## src/rtl/mem_port_arbiter.sv

```systemverilog
// Arbiter sharing one synchronous SRAM port between instruction fetch and data memory.
// DM has priority; a starvation counter forces an IF grant after STARVE_MAX consecutive DM wins.
module mem_port_arbiter #(
  parameter int ADDR_W     = 32,
  parameter int DATA_W     = 32,
  parameter int RD_LAT     = 1,
  parameter int STARVE_MAX = 4
) (
  input  logic              clk,
  input  logic              rst,
  input  logic              if_req,
  input  logic [ADDR_W-1:0] if_addr,
  output logic              if_gnt,
  output logic              if_rvalid,
  output logic [DATA_W-1:0] if_rdata,
  input  logic              dm_req,
  input  logic [3:0]        dm_we,
  input  logic [ADDR_W-1:0] dm_addr,
  input  logic [DATA_W-1:0] dm_wdata,
  output logic              dm_gnt,
  output logic              dm_rvalid,
  output logic [DATA_W-1:0] dm_rdata,
  output logic              mem_en,
  output logic [3:0]        mem_wen,
  output logic [ADDR_W-1:0] mem_addr,
  output logic [DATA_W-1:0] mem_wdata,
  input  logic [DATA_W-1:0] mem_rdata,
  output logic              busy
);

  typedef enum logic {ST_IDLE = 1'b0, ST_WAIT = 1'b1} state_t;
  typedef enum logic {OWN_IF = 1'b0, OWN_DM = 1'b1} owner_t;

  localparam logic [2:0] LAT_LOAD   = 3'(RD_LAT);
  localparam logic [3:0] STARVE_LIM = 4'(STARVE_MAX);

  state_t      state_r, state_s;
  owner_t      owner_r, owner_s;
  logic [2:0]  lat_cnt_r, lat_cnt_s;
  logic [3:0]  starve_cnt_r, starve_cnt_s;
  logic        return_s;
  logic        eligible_s;
  logic        if_first_s;
  logic        rd_gnt_s;

  // Grant selection, read-data return and SRAM port drive.
  always_comb begin
    if_gnt     = 1'b0;
    dm_gnt     = 1'b0;
    if_rvalid  = 1'b0;
    dm_rvalid  = 1'b0;
    if_rdata   = {DATA_W{1'b0}};
    dm_rdata   = {DATA_W{1'b0}};
    mem_wen    = 4'b0000;
    mem_addr   = {ADDR_W{1'b0}};
    mem_wdata  = {DATA_W{1'b0}};
    // The return cycle of an outstanding read can also accept the next request.
    return_s   = (state_r == ST_WAIT) && (lat_cnt_r == 3'd1);
    eligible_s = !rst && ((state_r == ST_IDLE) || return_s);
    if_first_s = if_req && (starve_cnt_r == STARVE_LIM);

    if (eligible_s) begin
      if (if_first_s) begin
        if_gnt = 1'b1;
      end else if (dm_req) begin
        dm_gnt = 1'b1;
      end else if (if_req) begin
        if_gnt = 1'b1;
      end else begin
        if_gnt = 1'b0;
      end
    end else begin
      if_gnt = 1'b0;
    end

    if (!rst && return_s) begin
      if (owner_r == OWN_DM) begin
        dm_rvalid = 1'b1;
        dm_rdata  = mem_rdata;
      end else begin
        if_rvalid = 1'b1;
        if_rdata  = mem_rdata;
      end
    end else begin
      if_rvalid = 1'b0;
    end

    mem_en = if_gnt | dm_gnt;
    if (dm_gnt) begin
      mem_wen   = dm_we;
      mem_addr  = dm_addr;
      mem_wdata = dm_wdata;
    end else if (if_gnt) begin
      mem_addr  = if_addr;
    end else begin
      mem_addr  = {ADDR_W{1'b0}};
    end

    busy = !rst && (state_r == ST_WAIT);
  end

  // Next-state: read tracking and starvation bookkeeping.
  always_comb begin
    state_s      = state_r;
    owner_s      = owner_r;
    lat_cnt_s    = lat_cnt_r;
    starve_cnt_s = starve_cnt_r;
    rd_gnt_s     = if_gnt | (dm_gnt & (dm_we == 4'b0000));

    if (rd_gnt_s) begin
      state_s   = ST_WAIT;
      lat_cnt_s = LAT_LOAD;
      owner_s   = dm_gnt ? OWN_DM : OWN_IF;
    end else begin
      case (state_r)
        ST_WAIT: begin
          if (lat_cnt_r <= 3'd1) begin
            state_s   = ST_IDLE;
            lat_cnt_s = 3'd0;
          end else begin
            lat_cnt_s = lat_cnt_r - 3'd1;
          end
        end
        ST_IDLE: begin
          state_s = ST_IDLE;
        end
        default: begin
          state_s   = ST_IDLE;
          lat_cnt_s = 3'd0;
        end
      endcase
    end

    // Only DM wins that cost a waiting fetch count towards starvation.
    if (if_gnt || !if_req) begin
      starve_cnt_s = 4'd0;
    end else if (dm_gnt && (starve_cnt_r < STARVE_LIM)) begin
      starve_cnt_s = starve_cnt_r + 4'd1;
    end else begin
      starve_cnt_s = starve_cnt_r;
    end
  end

  // State register with synchronous reset.
  always_ff @(posedge clk) begin
    if (rst) begin
      state_r      <= ST_IDLE;
      owner_r      <= OWN_IF;
      lat_cnt_r    <= 3'd0;
      starve_cnt_r <= 4'd0;
    end else begin
      state_r      <= state_s;
      owner_r      <= owner_s;
      lat_cnt_r    <= lat_cnt_s;
      starve_cnt_r <= starve_cnt_s;
    end
  end

endmodule

```

## config.mk

```make
export PLATFORM = sky130hd
export DESIGN_NAME = mem_port_arbiter
export DESIGN_NICKNAME = d
export VERILOG_FILES = /design/src/rtl/mem_port_arbiter.sv
export SDC_FILE = /design/constraint.sdc
export NUM_CORES = 1
export LEC_CHECK = 0
export CAP_MARGIN = 20
export CORE_AREA = 5 5 102 104
export DETAILED_ROUTE_END_ITERATION = 8
export DIE_AREA = 0 0 107 109
export MAX_ROUTING_LAYER = met4
export PLACE_DENSITY = 0.67
export SLEW_MARGIN = 20
export SYNTH_ARGS = -nofsm -noshare
export SYNTH_HDL_FRONTEND = slang
export SYNTH_SLANG_ARGS = --single-unit
```

## constraint.sdc

```tcl
create_clock -name clk -period 2.3 [get_ports clk]
set_input_delay 0.23 -clock clk [delete_from_list [all_inputs] [get_ports clk]]
set_output_delay 0.23 -clock clk [all_outputs]
set_load 0.05 [all_outputs]
```

### Word-level counts from Yosys, hierarchy flattened

Index checks and enable logic that the tools add are counted.

* $add $sub $neg: 2
* $lt $le $gt $ge: 2
* equal/unequal tests: 2
* multiplexer cells: 26
* bitwise operators: 4
* reduce and logical (&&, ||, !) cells: 14

Operators with widths (number)
* 32-bit two-way mux: 7
* 1-bit two-way mux: 16
* 1-bit logical AND: 6
* 4-bit by 1-bit adder with 4-bit output (second input constant): 1
* 4-bit by 3-bit == test with 1-bit output (second input constant): 1
* 4-bit zero test: 1
* 4-bit by 3-bit less-than comparator with 1-bit output (second input constant): 1
* 4-bit two-way mux: 1
* 2-bit OR reduction: 2
* 3-bit by 1-bit == test with 1-bit output (second input constant): 1
* 3-bit by 1-bit <= comparator with 1-bit output (second input constant): 1
* 3-bit two-way mux: 1
* 3-bit by 1-bit subtractor with 3-bit output (second input constant): 1
* 1-bit zero test: 2
* 1-bit logical OR: 2
* 1-bit bitwise OR: 2
* 1-bit one-hot mux with 2 select lines: 1
* 2-bit nonzero test: 1
* 1-bit bitwise AND: 1
* 1-bit NOT: 1

* flip-flop bits (word level): 9
* output and inout port bits: 138
* word-level logic and storage cells: 55

### Logic depth before layout (Yosys ltp)

Gate-level depths: netlist of the first run.

* depth after elaboration: 8
* gate-level depth with buffers: 7
* gate-level depth less buffers: 6

### Worst setup path before layout of the first run

Ideal clock, no wire load.

* kind: reg-to-output
* from: register state_r
* to: output port if_rdata[20]
* data arrival time: 2.489 ns
* required time: 2.070 ns
* path slack: -0.419 ns
* stages on the path, launching flop included: 6
* path buffers: 2
* cell sequence: dfxtp_1 > buf_2 > and2b_1 > nor3b_1 > clkbuf_1 > and2_1

* longest elaborated chain between the ends: 3

RTL lines
* start, declared: RTL line 37 `state_t state_r, state_s;`
* start signal, assigned: RTL line 152 `state_r <= state_s;`
* 1-bit logical AND: RTL line 58 `return_s = (state_r == ST_WAIT) && (lat_cnt_r == 3'd1);`
* 1-bit logical AND: RTL line 76 `if (!rst && return_s) begin`
* 32-bit two-way mux: RTL line 76
* end, declared: RTL line 15 `output logic [DATA_W-1:0] if_rdata,`

No other way between the ends.

### Final worst setup path of the first run

* from: register starve_cnt_r[0]
* to: output port mem_addr[17]

* longest elaborated chain between the ends: 6

RTL lines
* start, declared: RTL line 40 `logic [3:0] starve_cnt_r, starve_cnt_s;`
* start signal, assigned: RTL line 155 `starve_cnt_r <= starve_cnt_s;`
* 4-bit by 3-bit == test with 1-bit output *: RTL line 60 `if_first_s = if_req && (starve_cnt_r == STARVE_LIM);`
* 1-bit logical AND *: RTL line 60
* 1-bit two-way mux: RTL line 63 `if (if_first_s) begin`
* 1-bit two-way mux: RTL line 62 `if (eligible_s) begin`
* 32-bit two-way mux: RTL line 93 `end else if (if_gnt) begin`
* 32-bit two-way mux *: RTL line 89 `if (dm_gnt) begin`
* end, declared: RTL line 25 `output logic [ADDR_W-1:0] mem_addr,`

Mark *: on every way between the ends. The rest lies on a longest branch, timed or not.

==> results of run 1 <==
-- worst min-delay path by stage --
stage                                      start  slack (ns)  cells past startpoint                           end
finish                                    if_req        0.44                      3  starve_cnt_r[0]$_SDFFE_PP0P_
CTS                 starve_cnt_r[3]$_SDFFE_PP0P_        0.50                      2  starve_cnt_r[3]$_SDFFE_PP0P_
detailed placement  starve_cnt_r[3]$_SDFFE_PP0P_        0.50                      2  starve_cnt_r[3]$_SDFFE_PP0P_
global placement    starve_cnt_r[3]$_SDFFE_PP0P_        0.46                      2  starve_cnt_r[3]$_SDFFE_PP0P_
global route                              if_req        0.49                      3  starve_cnt_r[1]$_SDFFE_PP0P_
floorplan                               dm_we[3]        0.42                      3          owner_r$_SDFFE_PP0P_
-- cells in the final DEF (no fill, tap or decap), types with 5 or more instances in the layout --
cell type        netlist  routed
inv_1                  7       5
dfxtp_1                9       6
and2_1               100      74
a22o_2                 0       8
and2_2                 0      17
clkdlybuf4s50_1        0     134
buf_12                 0     141
nor2_1                 5       5
and2_4                 0       9
a22o_1                33      25
-- Yosys cell counts --
| library cell | n | area [um2] |
|---|---|---|
| xnor2_1 | 1 | 8.760 |
| mux2i_1 | 2 | 20.02 |
| a31oi_1 | 2 | 12.51 |
| o21ai_0 | 1 | 5.000 |
| and4b_1 | 2 | 20.02 |
| and2b_1 | 1 | 7.510 |
| nor4_1 | 1 | 6.260 |
| ha_1 | 4 | 50.05 |
| nand2_1 | 2 | 7.510 |
| a22o_1 | 33 | 289.0 |
| a21oi_1 | 2 | 10.01 |
| nand2b_1 | 3 | 18.77 |
| inv_1 | 7 | 26.28 |
| nor3b_1 | 2 | 15.01 |
| nor3_1 | 4 | 20.02 |
| nand4b_1 | 1 | 8.760 |
| a2111oi_4 | 1 | 27.53 |
| or2_2 | 1 | 6.260 |
| clkbuf_1 | 9 | 33.78 |
| dfxtp_1 | 9 | 180.2 |
| o21bai_1 | 1 | 7.510 |
| a211o_1 | 1 | 8.760 |
| buf_2 | 9 | 45.04 |
| and2_1 | 100 | 625.6 |
| or4b_1 | 1 | 10.01 |
| nor3b_2 | 1 | 12.51 |
| a21o_1 | 1 | 7.510 |
| a221oi_1 | 1 | 8.760 |
| nor2_1 | 5 | 18.77 |
| nand3b_1 | 1 | 7.510 |
-- through the flow --
stage | cells | cell area (um2) | worst slack (ns) | utilization | hold WS, ns
6_report | 594 | 6007 | 0.04427 | 0.6351 | 0.4443
5_1_grt | 594 | 6007 | -0.03959 | 0.6351 | 0.4917
4_1_cts | 591 | 5911 | -0.01159 | 0.6249 | 0.4981
3_5_place_dp | 585 | 5824 | -0.09661 | 0.6157 | 0.4956
3_3_place_gp | 585 | 5824 | 0.01058 | 0.6157 | 0.4617
2_1_floorplan | 209 | 1560 | 0.08860 | - | 0.4216
-- timing repair --
action / CTS / global route
gates resized for setup: 7 / 22
pin swaps: 1 / 0
gates cloned: 1 / 1
setup buffers: 1 / 0
endpoints found under the setup margin: 69 / 69
-- metal layers --
| layer | vias to the layer above | GRT usage |
|---|---|---|
| met5 | - | - |
| met4 | 0 | 0.06210 |
| met3 | 17 | 0.04914 |
| met2 | 181 | 0.3431 |
| met1 | 1157 | 0.1686 |
| li1 | 1254 | - |
-- registers in the layout, summed over array words and instances, names as in the netlist --
register      cells
starve_cnt_r      4
lat_cnt_r         3
state_r           1
owner_r           1
-- area by class of cell --
cell class	instances	share of cell area
diodes	2	0.0008332
multi-input cells	175	0.2229
well taps	114	0.02375
inverters	7	0.004374
flip-flops and latches	9	0.03062
repair buffers	283	0.7101
clock buffers	4	0.007498
-- cells by family after synthesis --
logic type / after synthesis / synth area share
xor+xnor: 1 / 0.005743
flops: 9 / 0.1181
compound gates: 43 / 0.2469
fa+ha+maj: 4 / 0.03282
mux: 2 / 0.01313
simple gates: 125 / 0.5144
buf+inv: 25 / 0.06891
-- power groups by stage --
stage,registers [W],clock network [W],logic (W)
6_report,0.000171,0.000185,0.00108
5_1_grt,0.000172,0.000195,0.00111
2_1_floorplan,0.000168,0,0.000415
3_3_place_gp,0.000171,0,0.00104
4_1_cts,0.000169,0.000190,0.00106
3_5_place_dp,0.000172,0,0.00105
-- worst reg2reg max path, stage by stage (launching register included) --
cell and delay, ns:
dfxtp_1 0.31, inv_1 0.13, ha_4 0.17, nand2b_4 0.08
a2111oi_4 0.36, buf_6 0.20, clkbuf_16 0.19, a31oi_1 0.09
nor2_1 0.08
==> metrics.md, run 1 <==
| Metric | Value |
|---|---|
| Required time worst endpoint | `2.07 ns` |
| P_leak | `2.442 nW` |
| Core ar. | `0.009459 mm2` |
| Sw frac | `0.3917` |
| Ports | `274` |
| Worst skew pair latency | `0.24 ns` |
| Top Metal Used | `met4` |
| Sequential cell area | `183.9 um2` |
| GRT Total Usage | `0.1775` |
| Netlist Area Pre-Place | `0.001525 mm2` |
| Warnings from Yosys | `0` |
| Register area share after synthesis | `0.1181` |
| Pre-antenna DRT Iters | `4` |
| Setup crit end | `mem_addr[17]` |
| Cell family with most CP delay | `compound AO/OA/AOI/OAI gates` |
| CP max FO | `35` |
| Reg2Reg Launch Point | `lat_cnt_r[1]$_SDFFE_PP0P_` |
| PortBufs | `273` |
| Final HPWL DP | `10,240 um` |
| Hold Crit Class | `primary input to flip-flop` |
| Syn Nets | `349` |
| Initial Util | `0.1612` |
| Crit path kind | `flip-flop to output port` |
| Post-route ant nets | `0` |
| Delay of the slowest critical-path stage | `0.33 ns` |
| Setup_tns | `0 ns` |
| Status | `finished clean` |
| CTS tree | `yes` |
| WL/cell | `19.08 um` |
| Die area | `0.01166 mm2` |
| Worst rel slew slack | `0.6288` |
| Yosys reg bits | `9` |
| CP bufs+invs | `3` |
| Initial DRC count | `85` |
| Fin crit period | `2.256 ns` |
| PwrDens | `238.3 mW/mm2` |
| Met2 wire length | `6201 um` |
| Comb pwr share | `0.751` |
| Share of cells above drive strength 1 | `0.4142` |
| Critical Path Start | `starve_cnt_r[0]$_SDFFE_PP0P_` |
| Crit. End Element | `output port` |
| Final worst path period share | `0.9808` |
| Switching Power | `0.0005608 W` |
| Final nets | `619` |
| Layout fillers | `734` |
| DRC viols | `0` |
| Largest net degree at the start of global routing | `40` |
| Worst path depth | `8` |
| Worst Setup Start Kind | `flip-flop` |
| Slowest cell on the critical path | `dfxtp_2` |
| Area of the multi-input gates | `0.001339 mm2` |
| Clock-pin slew on the worst setup and hold paths | `0.04 ns` |
| H-Tree Depth | `1` |
| Final hold violations | `0` |
| Final Skew | `0.002463 ns` |
| GRT Residual Overflow | `0` |
| DIE HEIGHT | `109 um` |
| Number of global-route vias before repair | `2,721` |
| TritonCTS sink count | `9` |
| Post-CTS Hold Buffers | `0` |
| RSZ-0062 raised after global routing | `yes` |
| TritonCTS Buffers | `3` |
| R2R depth | `8` |
| Clock buffer depth | `2` |
| Critical path arrival | `2.03 ns` |
| Syn Inst Count | `209` |
| Area growth, synth to finish | `293.8%` |
| Placer Congestion | `0.7848` |
| Internal power | `0.0008709 W` |
| Pins Over Slew Limit | `0` |
| Reg2Reg Setup Slack | `0.65 ns` |
| WL final | `11,330 um` |
| Vias per cell | `4.392` |
| Clock power share | `0.129` |
| Met3 WL | `1081 um` |
| Total chip power | `0.001432 W` |
| Antenna violations before repair | `2` |
| Synth unique cells | `30` |
| M1 wire length | `3743 um` |
| MaxCap Viol Count | `0` |
| Worst-margin pin slew | `0.5569 ns` |
| Die Width | `107 um` |
| Vias | `2,609` |
| First-pass GRT wire length | `15,290 um` |
| Rows | `36` |
| Final setup viols | `0` |
| Cell Chain, Critical Path | `inv_2 > ha_4 > nand4b_1 > a22o_1 > nor3b_4 > buf_12 > a22o_1 > buf_12` |
| Reg-to-reg endpoint | `starve_cnt_r[2]$_SDFFE_PP0P_` |
| Reg power frac | `0.119` |
| CTS root buf | `clkbuf_8` |
| Fmax | `443.3 MHz` |
| Peak VDD IR | `0.0001592 V` |
| Avg Inst Size Synth | `7.298 um2` |
Power figures use the tool's default switching activity.
==> run 2: changes to the inputs <==
Settings changed: CELL_PAD_IN_SITES_DETAIL_PLACEMENT from default to 2, CELL_PAD_IN_SITES_GLOBAL_PLACEMENT from default to 2, CORE_AREA 5 5 102 104 to default, CORE_MARGIN from default to 5, CORE_UTILIZATION from default to 10, DIE_AREA 0 0 107 109 to default, PLACE_DENSITY 0.67 to default, PLACE_DENSITY_LB_ADDON from default to 0.1.
==> metrics.md, run 2 (same netlist as run 1, synthesis figures left out) <==
| Metric | Value |
|---|---|
| Status | `complete, but fails checks` |
| Failing checks | `setup timing` |
| Max reg flops | `4` |
| Fmax | `431.5 MHz` |
| Post-CTS Hold Buffers | `0` |
| Largest reg by FF count | `starve_cnt_r` |
| MaxCap Viol Count | `0` |
| Pins Over Slew Limit | `0` |
| CTS root buf | `clkbuf_16` |
| Final hold violations | `0` |
| Most common cell after layout, fill and taps aside | `buf_12` |
| Clock-pin slew on the worst setup and hold paths | `0.04 ns` |
| Crit. End Element | `output port` |
| Final nets | `640` |
| Placement Setup Slack | `0.004056 ns` |
| Hold Crit Class | `flip-flop to flip-flop` |
| DRC viols | `0` |
| PortBufs | `273` |
| Worst rel slew slack | `0.6306` |
| Top Registers | `starve_cnt_r (4), lat_cnt_r (3)` |
| Clock buffer depth | `2` |
| Worst-margin pin slew | `0.5541 ns` |
| M1 wire length | `4894 um` |
| DIE HEIGHT | `133.5 um` |
| H-Tree Depth | `1` |
| TritonCTS sink count | `9` |
| Critical Path Start | `starve_cnt_r[1]$_SDFFE_PP0P_` |
| CTS tree | `yes` |
| Fin crit period | `2.318 ns` |
| WL/cell | `21.48 um` |
| Largest net degree at the start of global routing | `37` |
| WL final | `14,760 um` |
| Die Width | `133.5 um` |
| Core ar. | `0.01509 mm2` |
| Post-route ant nets | `0` |
| Met2 wire length | `7949 um` |
| Antenna violations before repair | `0` |
| Layout fillers | `1,502` |
| Vias per cell | `4.042` |
| Die area | `0.01782 mm2` |
| Met3 WL | `1676 um` |
| Post-Layout Cell Count | `687` |
| Ports | `274` |
| Placer Congestion | `0.7700` |
| Setup crit end | `mem_addr[14]` |
| Final HPWL DP | `11,180 um` |
| Most frequent cells in the layout | `buf_12 (143), clkdlybuf4s50_1 (134), and2_1 (69), a22o_4 (27), and2_2 (17)` |
| TritonCTS Buffers | `3` |
| Reg-to-reg endpoint | `owner_r$_SDFFE_PP0P_` |
| Initial Util | `0.1011` |
| Reg2Reg Setup Slack | `0.35 ns` |
| CP max FO | `7` |
| Worst skew pair latency | `0.24 ns` |
| PwrDens | `254.3 mW/mm2` |
| Required time worst endpoint | `2.07 ns` |
| Reg2Reg Launch Point | `starve_cnt_r[1]$_SDFFE_PP0P_` |
| Top Metal Used | `met4` |
| Placed instance count | `659` |
| GRT Total Usage | `0.1563` |
| Final setup viols | `6` |
| GRT Residual Overflow | `0` |
| Diode count | `0` |
| Vias | `2,777` |
| P_leak | `2.766 nW` |
| Rows | `45` |
| Peak VDD IR | `0.0001669 V` |
| Final worst path period share | `1.008` |
| Number of global-route vias before repair | `3,172` |
| RSZ-0062 raised after global routing | `yes` |
| R2R depth | `10` |
| Pre-antenna DRT Iters | `3` |
| Worst Setup Start Kind | `flip-flop` |
| First-pass GRT wire length | `20,530 um` |
| Initial DRC count | `54` |
| Setup slack after layout | `-0.01775 ns` |
| Area growth, synth to finish | `339.0%` |
| Share of cells above drive strength 1 | `0.4950` |
| Critical path arrival | `2.09 ns` |
| Final Skew | `0.004798 ns` |
| Crit path kind | `flip-flop to output port` |
| Hold path start | `starve_cnt_r[3]$_SDFFE_PP0P_` |
run 2: cell count changes in the layout (fill, tap and decap cells not counted), moves of 3 or more:
| cell | change |
|---|---|
| buf_6 | +3 |
| clkbuf_16 | +6 |
| clkbuf_8 | -3 |
| buf_4 | +10 |
| a22o_1 | -20 |
| and2_4 | +5 |
| a22o_2 | -7 |
| buf_16 | +4 |
| a22o_4 | +27 |
| and2_1 | -5 |
run 2: critical path, stage by stage (launching register included):
cell and delay [ns]:
dfxtp_2 0.32, inv_2 0.06, ha_4 0.13, nand4b_1 0.14, a22o_1 0.31, nor3b_4 0.19, buf_6 0.21, buf_12 0.14
a22o_1 0.18, buf_12 0.15
run 2: repair_timing:
action | CTS | global route
gates cloned | 6 | 5
setup buffers | 12 | 4
setup endpoints to repair | 69 | 102
pin swaps | 16 | 9
resized for setup | 45 | 27
run 2: report_power, final:
| group | switching [W] | internal, W | total [W] |
|---|---|---|---|
| registers | 0.00000940 | 0.000163 | 0.000172 |
| clock network | 0.0000797 | 0.000232 | 0.000312 |
| logic | 0.000540 | 0.000678 | 0.00122 |
| total | 0.000630 | 0.00107 | 0.00170 |
run 2: how the worst min path moves through the flow:
stage	to	slack, ns	depth (start not counted)
2_1_floorplan	owner_r$_SDFFE_PP0P_	0.42	3
4_1_cts	starve_cnt_r[3]$_SDFFE_PP0P_	0.49	2
5_1_grt	starve_cnt_r[3]$_SDFFE_PP0P_	0.51	2
3_3_place_gp	starve_cnt_r[3]$_SDFFE_PP0P_	0.47	2
3_5_place_dp	starve_cnt_r[3]$_SDFFE_PP0P_	0.49	2
6_report	starve_cnt_r[3]$_SDFFE_PP0P_	0.49	2
run 2: final cells by class:
type | instances | area, um2 | area share
Timing Repair Buffer | 304 | 4584 | 0.6847
Multi-Input combinational cell | 175 | 1582 | 0.2362
Tap cell | 188 | 235.2 | 0.03513
Sequential cell | 9 | 188.9 | 0.02822
Clock buffer | 4 | 78.83 | 0.01177
Inverter | 7 | 26.28 | 0.003925
run 2: layer usage:
layer  vias up  global-route usage
li1       1299                   -
met5         -                   -
met4         0             0.02857
met2       192              0.2906
met1      1272              0.1476
met3        14             0.07553
run 2: through the flow:
stage	cell area, um2	setup TNS, ns	util	hold slack [ns]	total power (W)
after detailed placement	5929	0	0.3930	0.4866	0.001233
after CTS	6476	-1.085	0.4292	0.4920	0.001677
final	6695	-0.03854	0.4437	0.4897	0.001703
after global routing	6695	-2.031	0.4437	0.5051	0.001775
after global placement	5929	0	0.3930	0.4668	0.001217
after floorplan	1560	0	-	0.4216	0.0005821
==> run 3: changes to the inputs <==
Settings changed: CORE_MARGIN 5 to 2.
==> metrics.md, run 3 (same netlist as run 1, synthesis figures left out) <==
| Metric | Value |
|---|---|
| Max reg flops | `4` |
| Rows | `45` |
| Hold Crit Class | `flip-flop to flip-flop` |
| Post-Layout Cell Count | `681` |
| Pre-antenna DRT Iters | `3` |
| TritonCTS sink count | `9` |
| Clock-pin slew on the worst setup and hold paths | `0.04 ns` |
| DIE HEIGHT | `127.5 um` |
| Delay of the slowest critical-path stage | `0.33 ns` |
| Initial Util | `0.1015` |
| Top Registers | `starve_cnt_r (4), lat_cnt_r (3)` |
| TritonCTS Buffers | `3` |
| Clock buffer depth | `2` |
| Critical path arrival | `2.05 ns` |
| Die Width | `127.5 um` |
| Slowest cell on the critical path | `dfxtp_2` |
| Final HPWL DP | `10,570 um` |
| Final setup viols | `0` |
| GRT Total Usage | `0.1492` |
| Worst-margin pin slew | `0.6193 ns` |
| Cell family with most CP delay | `buffers and inverters` |
| Required time worst endpoint | `2.07 ns` |
| Initial DRC count | `47` |
| Final nets | `634` |
| Placed instance count | `660` |
| Setup slack after layout | `0.02277 ns` |
| Final worst path period share | `0.9901` |
| CTS root buf | `clkbuf_16` |
| Dpl cell area | `0.005949 mm2` |
| Core ar. | `0.01503 mm2` |
| Largest net degree at the start of global routing | `37` |
| Crit path kind | `flip-flop to output port` |
| Worst skew pair latency | `0.24 ns` |
| R2R depth | `9` |
| Met1 usage | `0.1483` |
| Top Usage Layer GRT | `met2` |
| Die area | `0.01626 mm2` |
| Total chip power | `0.001631 W` |
| Critical Path Start | `starve_cnt_r[0]$_SDFFE_PP0P_` |
| PwrDens | `253.3 mW/mm2` |
| Critical Path Most Common Cell | `a22o_1` |
| Vias | `2,775` |
| Number of global-route vias before repair | `3,037` |
| Hold path start | `starve_cnt_r[3]$_SDFFE_PP0P_` |
| Largest reg by FF count | `starve_cnt_r` |
| CP bufs+invs | `4` |
| Ports | `274` |
| Antenna violations before repair | `0` |
| Share of cells above drive strength 1 | `0.4665` |
| CTS tree | `yes` |
| H-Tree Depth | `1` |
| MaxCap Viol Count | `0` |
| Most frequent cells in the layout | `buf_12 (142), clkdlybuf4s50_1 (135), and2_1 (66), a22o_1 (19)` |
| Peak VDD IR | `0.0001423 V` |
| Pins Over Slew Limit | `0` |
| Placer Congestion | `0.7554` |
| Reg2Reg Launch Point | `starve_cnt_r[0]$_SDFFE_PP0P_` |
| Post-CTS Hold Buffers | `0` |
| Cell Chain, Critical Path | `inv_2 > ha_4 > nand4b_1 > a22o_1 > nor3b_4 > buf_6 > clkbuf_16 > a22o_1 > buf_12` |
| Met2 Usage GRT | `0.2787` |
| DRC viols | `0` |
| Final hold violations | `0` |
| WL/cell | `19.19 um` |
| Post-route ant nets | `0` |
| Design Area, Final | `0.006437 mm2` |
| Fin util | `0.4282` |
| Fmax | `439.1 MHz` |
| WL final | `13,070 um` |
| Met3 usage | `0.05276` |
| Area growth, synth to finish | `322.1%` |
| Reg2Reg Setup Slack | `0.50 ns` |
| GRT Residual Overflow | `0` |
| Final Skew | `0.001234 ns` |
| Diode count | `0` |
| Setup crit end | `mem_addr[2]` |
| Worst Setup Start Kind | `flip-flop` |
| Worst path depth | `9` |
| P_leak | `2.617 nW` |
| CP max FO | `6` |
| Fin crit period | `2.277 ns` |
| Worst rel slew slack | `0.5871` |
| Most common cell after layout, fill and taps aside | `buf_12` |
| RSZ-0062 raised after global routing | `yes` |
| First-pass GRT wire length | `18,110 um` |
| Placement Setup Slack | `0.04459 ns` |
| PortBufs | `273` |
| Crit. End Element | `output port` |
| Vias per cell | `4.075` |
| Reg-to-reg endpoint | `owner_r$_SDFFE_PP0P_` |
| Status | `finished clean` |
==> run 3: cell count changes in the layout (fill, tap and decap cells not counted), sizes merged <==
cell,previous run,this run
buf,165,159
clkdlybuf4s50,134,135
dlymetal6s2s,1,0
==> run 3: repair_timing <==
action / in CTS / in global routing
pin swaps: 3 / 6
hold endpoints to repair: 0 / 0
gates cloned: 2 / 6
gates resized for setup: 12 / 32
setup buffers: 4 / 5
endpoints found under the setup margin: 69 / 91
==> run 3: per-stage QoR <==
stage	hold WS [ns]	TNS, ns
3_3_place_gp	0.4619	0
6_report	0.4832	0
2_1_floorplan	0.4216	0
5_1_grt	0.5297	-0.8139
3_5_place_dp	0.4884	0
4_1_cts	0.4949	-0.2629
==> run 3: cell type report <==
type / instances / area (um2)
clock buffer: 4 / 78.83
fill: 1531 / 8596
tap: 188 / 235.2
multi-input combinational: 175 / 1434
inverter: 7 / 26.28
timing repair buffer: 298 / 4477
sequential: 9 / 186.4
==> run 3: worst min-delay path, cell delays in order, from the launching register on <==
cell     delay (ns)
dfxtp_1        0.32
inv_1          0.07
nor2_1         0.04
==> run 3: routing by layer <==
metal	routed length, um	vias up
li1	-	1285
met1	4503	1278
met2	6946	196
met3	1394	16
met4	223	0
met5	0	-
==> run 3: report_power, final <==
part,internal (W),switching (W)
clock,0.000233,0.0000846
combinational,0.000635,0.000507
sequential,0.000163,0.00000915
total,0.00103,0.000600
==> run 3: worst min path at each step <==
| stage | cells past startpoint | slack, ns | to |
|---|---|---|---|
| after floorplan | 3 | 0.42 | owner_r$_SDFFE_PP0P_ |
| after global placement | 2 | 0.46 | starve_cnt_r[3]$_SDFFE_PP0P_ |
| after detailed placement | 2 | 0.49 | starve_cnt_r[3]$_SDFFE_PP0P_ |
| after CTS | 2 | 0.49 | starve_cnt_r[3]$_SDFFE_PP0P_ |
| after global routing | 2 | 0.53 | starve_cnt_r[3]$_SDFFE_PP0P_ |
| final | 2 | 0.48 | starve_cnt_r[3]$_SDFFE_PP0P_ |
